==> src/rtl/alu_issue_ctrl_if.sv <==
// alu_issue_ctrl_if: instruction offer, ALU drive/return and response signals of alu_issue_ctrl.
interface alu_issue_ctrl_if #(
    parameter int CNT_W = 16
);
    logic             instr_valid;
    logic             instr_ready;
    logic [31:0]      instr;
    logic [31:0]      rs_val;
    logic [31:0]      rt_val;
    logic [5:0]       alu_opcode;
    logic [5:0]       alu_func;
    logic [31:0]      alu_a;
    logic [31:0]      alu_b;
    logic [31:0]      alu_result;
    logic             alu_zero;
    logic             out_valid;
    logic             out_ready;
    logic [31:0]      out_result;
    logic             out_zero;
    logic             out_branch_taken;
    logic             out_illegal;
    logic [CNT_W-1:0] op_count;
    modport master (
        output instr_valid, instr, rs_val, rt_val, alu_result, alu_zero, out_ready,
        input  instr_ready, alu_opcode, alu_func, alu_a, alu_b, out_valid, out_result,
               out_zero, out_branch_taken, out_illegal, op_count
    );
    modport slave (
        input  instr_valid, instr, rs_val, rt_val, alu_result, alu_zero, out_ready,
        output instr_ready, alu_opcode, alu_func, alu_a, alu_b, out_valid, out_result,
               out_zero, out_branch_taken, out_illegal, op_count
    );
endinterface

==> src/rtl/alu_issue_ctrl.sv <==
// alu_issue_ctrl: decodes one MIPS ALU/memory/branch instruction at a time,
// drives an external ALU for one cycle and holds the response until taken.
module alu_issue_ctrl #(
    parameter int CNT_W = 16
) (
    input logic             clk,
    input logic             rst_n,
    alu_issue_ctrl_if.slave bus
);
    typedef enum logic [1:0] {IDLE, ISSUE, RESP} state_t;
    state_t           r_state;
    logic [5:0]       r_alu_opcode;
    logic [5:0]       r_alu_func;
    logic [31:0]      r_alu_a;
    logic [31:0]      r_alu_b;
    logic [31:0]      r_out_result;
    logic             r_out_zero;
    logic             r_out_branch_taken;
    logic             r_out_illegal;
    logic             r_is_beq;
    logic [CNT_W-1:0] r_op_count;
    logic [5:0]       w_op;
    logic [5:0]       w_fn;
    logic [31:0]      w_imm_sext;
    logic             w_rtype;
    logic             w_mem;
    logic             w_beq;
    logic             w_legal;
    logic             w_unused;
    assign w_op       = bus.instr[31:26];
    assign w_fn       = bus.instr[5:0];
    assign w_imm_sext = {{16{bus.instr[15]}}, bus.instr[15:0]};
    assign w_rtype    = (w_op == 6'h00) && (w_fn inside {6'h20, 6'h22, 6'h24, 6'h25, 6'h2A});
    assign w_mem      = (w_op == 6'h23) || (w_op == 6'h2B);
    assign w_beq      = (w_op == 6'h04);
    assign w_legal    = w_rtype || w_mem || w_beq;
    assign w_unused   = ^bus.instr[25:16];
    always_ff @(posedge clk or negedge rst_n) begin
        if (!rst_n) begin
            r_state            <= IDLE;
            r_alu_opcode       <= '0;
            r_alu_func         <= '0;
            r_alu_a            <= '0;
            r_alu_b            <= '0;
            r_out_result       <= '0;
            r_out_zero         <= 1'b0;
            r_out_branch_taken <= 1'b0;
            r_out_illegal      <= 1'b0;
            r_is_beq           <= 1'b0;
            r_op_count         <= '0;
        end else begin
            case (r_state)
                IDLE: if (bus.instr_valid) begin
                    if (w_legal) begin
                        // Legal opcodes already equal the ALU opcode they need (0x00/0x23/0x2B/0x04)
                        r_alu_opcode <= w_op;
                        r_alu_func   <= w_rtype ? w_fn : 6'h00;
                        r_alu_a      <= bus.rs_val;
                        r_alu_b      <= w_mem ? w_imm_sext : bus.rt_val;
                        r_is_beq     <= w_beq;
                        r_state      <= ISSUE;
                    end else begin
                        r_out_result       <= '0;
                        r_out_zero         <= 1'b0;
                        r_out_branch_taken <= 1'b0;
                        r_out_illegal      <= 1'b1;
                        r_state            <= RESP;
                    end
                end
                ISSUE: begin
                    r_out_result       <= bus.alu_result;
                    r_out_zero         <= bus.alu_zero;
                    r_out_branch_taken <= r_is_beq & bus.alu_zero;
                    r_out_illegal      <= 1'b0;
                    r_state            <= RESP;
                end
                RESP: if (bus.out_ready) begin
                    r_op_count <= r_op_count + CNT_W'(1);
                    r_state    <= IDLE;
                end
                default: r_state <= IDLE;
            endcase
        end
    end
    assign bus.instr_ready      = (r_state == IDLE);
    assign bus.out_valid        = (r_state == RESP);
    assign bus.alu_opcode       = r_alu_opcode;
    assign bus.alu_func         = r_alu_func;
    assign bus.alu_a            = r_alu_a;
    assign bus.alu_b            = r_alu_b;
    assign bus.out_result       = r_out_result;
    assign bus.out_zero         = r_out_zero;
    assign bus.out_branch_taken = r_out_branch_taken;
    assign bus.out_illegal      = r_out_illegal;
    assign bus.op_count         = r_op_count;
endmodule
==> src/flat_wrapper.sv <==
// flat-port wrapper written by rule: the top's interface ports become plain ports
module alu_issue_ctrl_flat 
#(
    parameter int CNT_W = 16
)
  (clk, rst_n, bus_instr_valid, bus_instr, bus_rs_val, bus_rt_val, bus_alu_result, bus_alu_zero, bus_out_ready, bus_instr_ready, bus_alu_opcode, bus_alu_func, bus_alu_a, bus_alu_b, bus_out_valid, bus_out_result, bus_out_zero, bus_out_branch_taken, bus_out_illegal, bus_op_count);
  alu_issue_ctrl_if #(.CNT_W(CNT_W)) bus_i ();
  input logic clk;
  input logic rst_n;
  input wire logic [$bits(bus_i.instr_valid)-1:0] bus_instr_valid;
  input wire logic [$bits(bus_i.instr)-1:0] bus_instr;
  input wire logic [$bits(bus_i.rs_val)-1:0] bus_rs_val;
  input wire logic [$bits(bus_i.rt_val)-1:0] bus_rt_val;
  input wire logic [$bits(bus_i.alu_result)-1:0] bus_alu_result;
  input wire logic [$bits(bus_i.alu_zero)-1:0] bus_alu_zero;
  input wire logic [$bits(bus_i.out_ready)-1:0] bus_out_ready;
  output wire logic [$bits(bus_i.instr_ready)-1:0] bus_instr_ready;
  output wire logic [$bits(bus_i.alu_opcode)-1:0] bus_alu_opcode;
  output wire logic [$bits(bus_i.alu_func)-1:0] bus_alu_func;
  output wire logic [$bits(bus_i.alu_a)-1:0] bus_alu_a;
  output wire logic [$bits(bus_i.alu_b)-1:0] bus_alu_b;
  output wire logic [$bits(bus_i.out_valid)-1:0] bus_out_valid;
  output wire logic [$bits(bus_i.out_result)-1:0] bus_out_result;
  output wire logic [$bits(bus_i.out_zero)-1:0] bus_out_zero;
  output wire logic [$bits(bus_i.out_branch_taken)-1:0] bus_out_branch_taken;
  output wire logic [$bits(bus_i.out_illegal)-1:0] bus_out_illegal;
  output wire logic [$bits(bus_i.op_count)-1:0] bus_op_count;
  assign bus_i.instr_valid = bus_instr_valid;
  assign bus_i.instr = bus_instr;
  assign bus_i.rs_val = bus_rs_val;
  assign bus_i.rt_val = bus_rt_val;
  assign bus_i.alu_result = bus_alu_result;
  assign bus_i.alu_zero = bus_alu_zero;
  assign bus_i.out_ready = bus_out_ready;
  assign bus_instr_ready = bus_i.instr_ready;
  assign bus_alu_opcode = bus_i.alu_opcode;
  assign bus_alu_func = bus_i.alu_func;
  assign bus_alu_a = bus_i.alu_a;
  assign bus_alu_b = bus_i.alu_b;
  assign bus_out_valid = bus_i.out_valid;
  assign bus_out_result = bus_i.out_result;
  assign bus_out_zero = bus_i.out_zero;
  assign bus_out_branch_taken = bus_i.out_branch_taken;
  assign bus_out_illegal = bus_i.out_illegal;
  assign bus_op_count = bus_i.op_count;
  alu_issue_ctrl #(.CNT_W(CNT_W)) u_core (.clk(clk), .rst_n(rst_n), .bus(bus_i));
endmodule
==> config.mk <==
export PLATFORM = sky130hd
export DESIGN_NAME = alu_issue_ctrl_flat
export DESIGN_NICKNAME = d
export VERILOG_FILES = /design/src/rtl/alu_issue_ctrl_if.sv /design/src/rtl/alu_issue_ctrl.sv /design/src/flat_wrapper.sv
export SDC_FILE = /design/constraint.sdc
export NUM_CORES = 1
export LEC_CHECK = 0
export ABC_AREA = 0
export CAP_MARGIN = 5
export CORE_MARGIN = 1.5
export CORE_UTILIZATION = 40
export DETAILED_ROUTE_END_ITERATION = 10
export DONT_BUFFER_PORTS = 1
export HOLD_SLACK_MARGIN = 0.15
export PLACE_DENSITY = 0.57
export SETUP_SLACK_MARGIN = 0.1
export SLEW_MARGIN = 20
export SYNTH_ARGS = -nofsm -noshare
export SYNTH_HDL_FRONTEND = slang
export SYNTH_SLANG_ARGS = --single-unit
==> constraint.sdc <==
create_clock -name clk -period 1.8 [get_ports clk]
set_clock_uncertainty 0.1 [all_clocks]
set_input_delay 0.36 -clock clk [delete_from_list [all_inputs] [get_ports clk]]
set_output_delay 0.36 -clock clk [all_outputs]
set_load 0.005 [all_outputs]
== Word-level counts from Yosys, hierarchy flattened ==
Index checks and enable logic that the tools add are counted.

* $add $sub $neg: 1
* Bitwise operators: 1
* Reductions and logical operators: 12
* Muxes and demuxes: 16
* Equality and inequality tests: 13

{| class="wikitable"
|+ Operators by type and width
! cell !! count
|-
| $mux W32 || 3
|-
| $pmux W32 S2 || 1
|-
| $eq A6 B6 Y1 const B || 7
|-
| $add A16 B1 Y16 const B || 1
|-
| $eq A6 B3 Y1 const B || 1
|-
| $logic_not A6 Y1 || 1
|-
| $mux W2 || 3
|-
| $mux W6 || 1
|-
| $ne A2 B2 Y1 const B || 3
|-
| $pmux W1 S2 || 3
|-
| $pmux W2 S3 || 1
|-
| $reduce_and A3 Y1 || 2
|-
| $reduce_bool A5 Y1 || 1
|-
| $mux W1 || 4
|-
| $reduce_and A2 Y1 || 2
|-
| $logic_or A1 B1 Y1 || 3
|-
| $eq A2 B1 Y1 const B || 1
|-
| $eq A2 B2 Y1 const B || 1
|-
| $logic_not A2 Y1 || 1
|-
| $reduce_bool A2 Y1 || 1
|-
| $and A1 B1 Y1 || 1
|-
| $logic_and A1 B1 Y1 || 1
|}

* Bits in registers: 130
* Output and inout port bits: 129

== Longest topological paths before layout ==
* Depth after elaboration: 8
* Gate-level depth with buffers: 6

== Worst setup path before layout ==
Ideal clock, no wire load.

* Path type: input -> register
* Start: in bus_instr[26]
* End: reg u_core.r_alu_opcode[0], in the netlist u_core.bus.alu_opcode[0]
* Required time: 1.575 ns
* Cell stages on the path: 5
* Buffers on the path: 1
* Data arrival time: 2.270 ns
* Slack: -0.695 ns
* Setup time: 0.125 ns
* Cell sequence: or4_4 -> or4_4 -> a21boi_4 -> buf_6 -> mux2_2

* Longest elaborated chain between the ends: 5

{| class="wikitable"
|+ RTL lines
! element !! line !! source
|-
| start, declared || flat_wrapper.sv:11 || <nowiki>input wire logic [$bits(bus_i.instr)-1:0] bus_instr;</nowiki>
|-
| $eq A6 B6 Y1 or $logic_not A6 Y1 (tied branches) || alu_issue_ctrl.sv:34, alu_issue_ctrl.sv:33 ||
|-
| $logic_or A1 B1 Y1 or $logic_and A1 B1 Y1 (tied branches) || alu_issue_ctrl.sv:34, alu_issue_ctrl.sv:33 ||
|-
| $logic_or A1 B1 Y1 (2 in series) || alu_issue_ctrl.sv:36 || <nowiki>assign w_legal = w_rtype || w_mem || w_beq;</nowiki>
|-
| $reduce_and A3 Y1 (no line) || - ||
|-
| end signal, assigned || alu_issue_ctrl.sv:56 || <nowiki>r_alu_opcode <= w_op;</nowiki>
|-
| end, declared || alu_issue_ctrl.sv:12 || <nowiki>logic [5:0] r_alu_opcode;</nowiki>
|}

Several ways; a longest one is shown, not always the timed one.
A chain may end at the register's enable or synchronous reset.

== Worst setup path after layout ==
* Start: in bus_instr[28]
* End: reg u_core.r_alu_a[28], in the netlist u_core.bus.alu_a[28]

* Longest elaborated chain between the ends: 5

{| class="wikitable"
|+ RTL lines
! element !! line !! source
|-
| $eq A6 B6 Y1 or $logic_not A6 Y1 (tied branches) || alu_issue_ctrl.sv:34, alu_issue_ctrl.sv:33 ||
|-
| $logic_or A1 B1 Y1 or $logic_and A1 B1 Y1 (tied branches) || alu_issue_ctrl.sv:34, alu_issue_ctrl.sv:33 ||
|-
| $logic_or A1 B1 Y1 || alu_issue_ctrl.sv:36 ||
|-
| $logic_or A1 B1 Y1 (*) || alu_issue_ctrl.sv:36 ||
|-
| $reduce_and A3 Y1 (no line) (*) || - ||
|-
| end signal, assigned || alu_issue_ctrl.sv:58 || <nowiki>r_alu_a <= bus.rs_val;</nowiki>
|-
| end, declared || alu_issue_ctrl.sv:14 || <nowiki>logic [31:0] r_alu_a;</nowiki>
|}

Every way passes the cells marked *; elsewhere a longest branch is shown, timed or not.

==> results by group <==
Yosys
  • Post-synth EDFFs: 0
  • Yosys top cell by area: dfrtp_1
  • Most frequent cells after synthesis: dfrtp_1, mux2_2, a22o_1, inv_1, a21oi_1
  • Async SR Flop Fraction: 100%
  • Syn Area/Cell: 13.9 um^2
  • Register area share after synthesis: 60.9%
  • #FFs+latches synth: 130
  • Synth top area cells: dfrtp_1, mux2_2, a22o_1
  • Post-Syn Area: 0.00534 mm^2
  • Yosys top cell area share: 60.9%
  • Distinct cells, synth: 36
  • Cell with the most instances after synthesis: dfrtp_1
  • Post-Syn Nets: 518
  • Synth Flop Type: dfrtp_1
  • Synth warn: 0
  • Syn Inst Count: 384

STA
  • Setup TNS: -23.71 ns
  • Hold_ws: -0.450 ns
  • Hold Fails Final Rpt: 130
  • Setup ws final: -0.295 ns
  • Tmin final: 2.09 ns
  • Tightest Pin Transition: 0.505 ns
  • Final setup viols: 112
  • Max Clk Rate: 477 MHz
  • Slew HR: 66.2%
  • Slew Viols, Final: 0
  • Period utilization: 116%
  • Unrepaired setup endpoints after global routing: true

Route
  • DRC viols: 0
  • Number of DRC markers in iteration 0: 138
  • Uppermost layer routed: met4
  • Routed met3 length: 928 um
  • WL per Instance: 19.5 um
  • DR vias: 3713
  • Via-to-Cell Ratio: 5.16
  • Overall routed net length: 14.0 mm
  • Initial DRT Pass Iterations: 4
  • Final ANT Viol Nets: 0
  • Metal-1 WL: 5.34 mm
  • Met2 wire len: 7.25 mm

Pwr
  • Power per Cell Area: 1190 mW/mm^2
  • Tot Pwr: 9.16 mW
  • Lkg Pwr: 3.53 nW
  • Peak VDD IR: 0.000639 V

Floorplanning
  • I/O pin total: 262
  • Row count: 42
  • Die X: 119 um
  • Initial core utilization: 40.7%
  • Die Ht: 119 um
  • Core Region: 0.0131 mm^2
  • Full die area: 0.0141 mm^2

Critical path
  • Worst reg2reg path endpoint: u_core.bus.alu_a[28]$_DFFE_PN0P_
  • Worst R2R Setup Slack: -0.08 ns
  • CP Class: primary input to flip-flop
  • WP data required: 1.99 ns
  • Critical Path End Type: flip-flop
  • Reg2Reg Launch Point: u_core.r_state[1]$_DFFE_PN0P_
  • CP max FO: 7
  • Arr. time, crit path: 2.29 ns
  • Depth of the worst register-to-register path: 5
  • CP Launch Type: primary input

Clock network
  • CTS tree: done
  • Root buf cell: clkbuf_16
  • Bufs on Longest Clock Path: 2
  • Clk sinks: 130
  • Clk slew on worst S/H paths: 0.06 ns
  • Clock Latency Late Sink: 0.40 ns
  • CTS H-Tree Depth: 4
  • CTS buffer count: 17

Finish
  • Synth-to-layout area growth: 44.4%
  • Fin cells: 719
  • Ant diodes: 0
  • Final instance area: 0.00771 mm^2
  • Final Util: 58.7%
  • Fin nets: 665
  • Share of cells above drive strength 1: 26.2%

Run
  • Max-cap viol count: 0

Global route
  • Grt ovf: 0
  • Vias in the first global route: 4099
  • Antenna violations before repair: 0
  • Largest net degree at the start of global routing: 131
  • Global-route wire length before repair: 21.7 mm
  • Tot GR Track Use: 20.1%

Placed design
  • Inst Count DP: 567
  • Routability congestion estimate: 0.750
  • Number of port buffers: 0
  • Pre-CTS WS: -0.746 ns
  • HPWL after detailed placement: 8.30 mm
  • Placed Instance Area: 0.00570 mm^2

Status
  • Failing checks: negative hold slack, negative setup slack
  • Status: finished, violations left

Min path
  • Worst Hold Class: primary input to async pin
==> cells by family after synthesis <==
group           count (synthesis)  share of synthesized area (%)
buf+inv                        46                           4.80
compound gates                 60                           8.57
fa+ha+maj                       1                          0.234
xor+xnor                       15                           2.46
mux                            88                           18.2
simple gates                   44                           4.87
flops                         130                           60.9
==> registers in the layout (all words and copies together) (netlist names), 2 cells and up <==
register,cells
u_core.bus.out_result,32
u_core.bus.alu_b,32
u_core.r_state,2
u_core.bus.alu_a,32
u_core.bus.alu_opcode,6
u_core.bus.alu_func,6
u_core.bus.op_count,16
==> what timing repair did <==
item | 4_1_cts | 5_1_grt
setup endpoints to repair | 113 | 112
resized for setup | 12 | 11
cloned | 0 | 1
hold buffers | 116 | 1
pin swaps | 0 | 0
buffers inserted | 2 | 1
endpoints found under the hold margin | 242 | 131
==> cell type report <==
class                           count  area [um^2]
Tap cell                          176          220
Clock buffer                       17          425
Sequential cell                   130         3250
Inverter                           26         97.6
Clock inverter                     14          285
Timing Repair Buffer              148         1500
Fill cell                        1073         5430
Multi-Input combinational cell    208         1930
==> critical path, cell delays in order <==
cell       delay [ns]
or4b_4           0.52
or4_4            0.55
a21boi_4         0.20
buf_6            0.16
clkbuf_16        0.16
mux2_2           0.34
==> report_power, final <==
group	leakage, nW	switching [mW]	internal (mW)
registers	1.67	0.517	3.45
clock network	0.347	1.28	2.87
logic	1.52	0.356	0.686
total	3.53	2.15	7.01
==> cell usage in the layout, fill, tap and decap left out, types with 2 or more instances in the layout <==
| cell | Yosys | final |
|---|---|---|
| mux2_2 | 64 | 49 |
| xnor2_1 | 14 | 14 |
| buf_4 | 3 | 22 |
| o21ai_1 | 0 | 4 |
| nor3_1 | 2 | 2 |
| mux2i_1 | 17 | 17 |
| bufinv_16 | 0 | 8 |
| nor2_1 | 2 | 2 |
| buf_6 | 6 | 2 |
| clkinv_2 | 0 | 2 |
| nand4_1 | 5 | 5 |
| a21oi_1 | 18 | 18 |
| nor2b_1 | 4 | 3 |
| clkinv_4 | 0 | 4 |
| buf_12 | 1 | 5 |
| inv_1 | 26 | 25 |
| nand3_1 | 11 | 11 |
| dfrtp_1 | 130 | 130 |
| nand2_1 | 6 | 6 |
| or4_4 | 2 | 2 |
| clkbuf_16 | 0 | 18 |
| mux2_4 | 0 | 22 |
| dlygate4sd3_1 | 0 | 117 |
| and3_1 | 4 | 4 |
| a22o_1 | 33 | 33 |
==> metal layers <==
metal  vias up  GRT usage (%)
li1       1655              -
met1      1853           22.1
met2       172           34.6
met3        33           6.56
met4         0           10.7
met5         -              0
==> how the worst max path moves through the flow <==
| stage | slack [ns] | to | cells after the start | startpoint |
|---|---|---|---|---|
| floorplan | -0.63 | u_core.bus.alu_a[0]$_DFFE_PN0P_ | 5 | bus_instr[28] |
| global placement | -0.72 | u_core.bus.alu_a[0]$_DFFE_PN0P_ | 5 | bus_instr[28] |
| detailed placement | -0.75 | u_core.bus.alu_a[1]$_DFFE_PN0P_ | 5 | bus_instr[28] |
| CTS | -0.27 | u_core.bus.alu_a[16]$_DFFE_PN0P_ | 5 | bus_instr[28] |
| global route | -0.31 | u_core.bus.alu_a[28]$_DFFE_PN0P_ | 6 | bus_instr[28] |
| finish | -0.29 | u_core.bus.alu_a[28]$_DFFE_PN0P_ | 6 | bus_instr[28] |
Power figures use the tool's default switching activity.
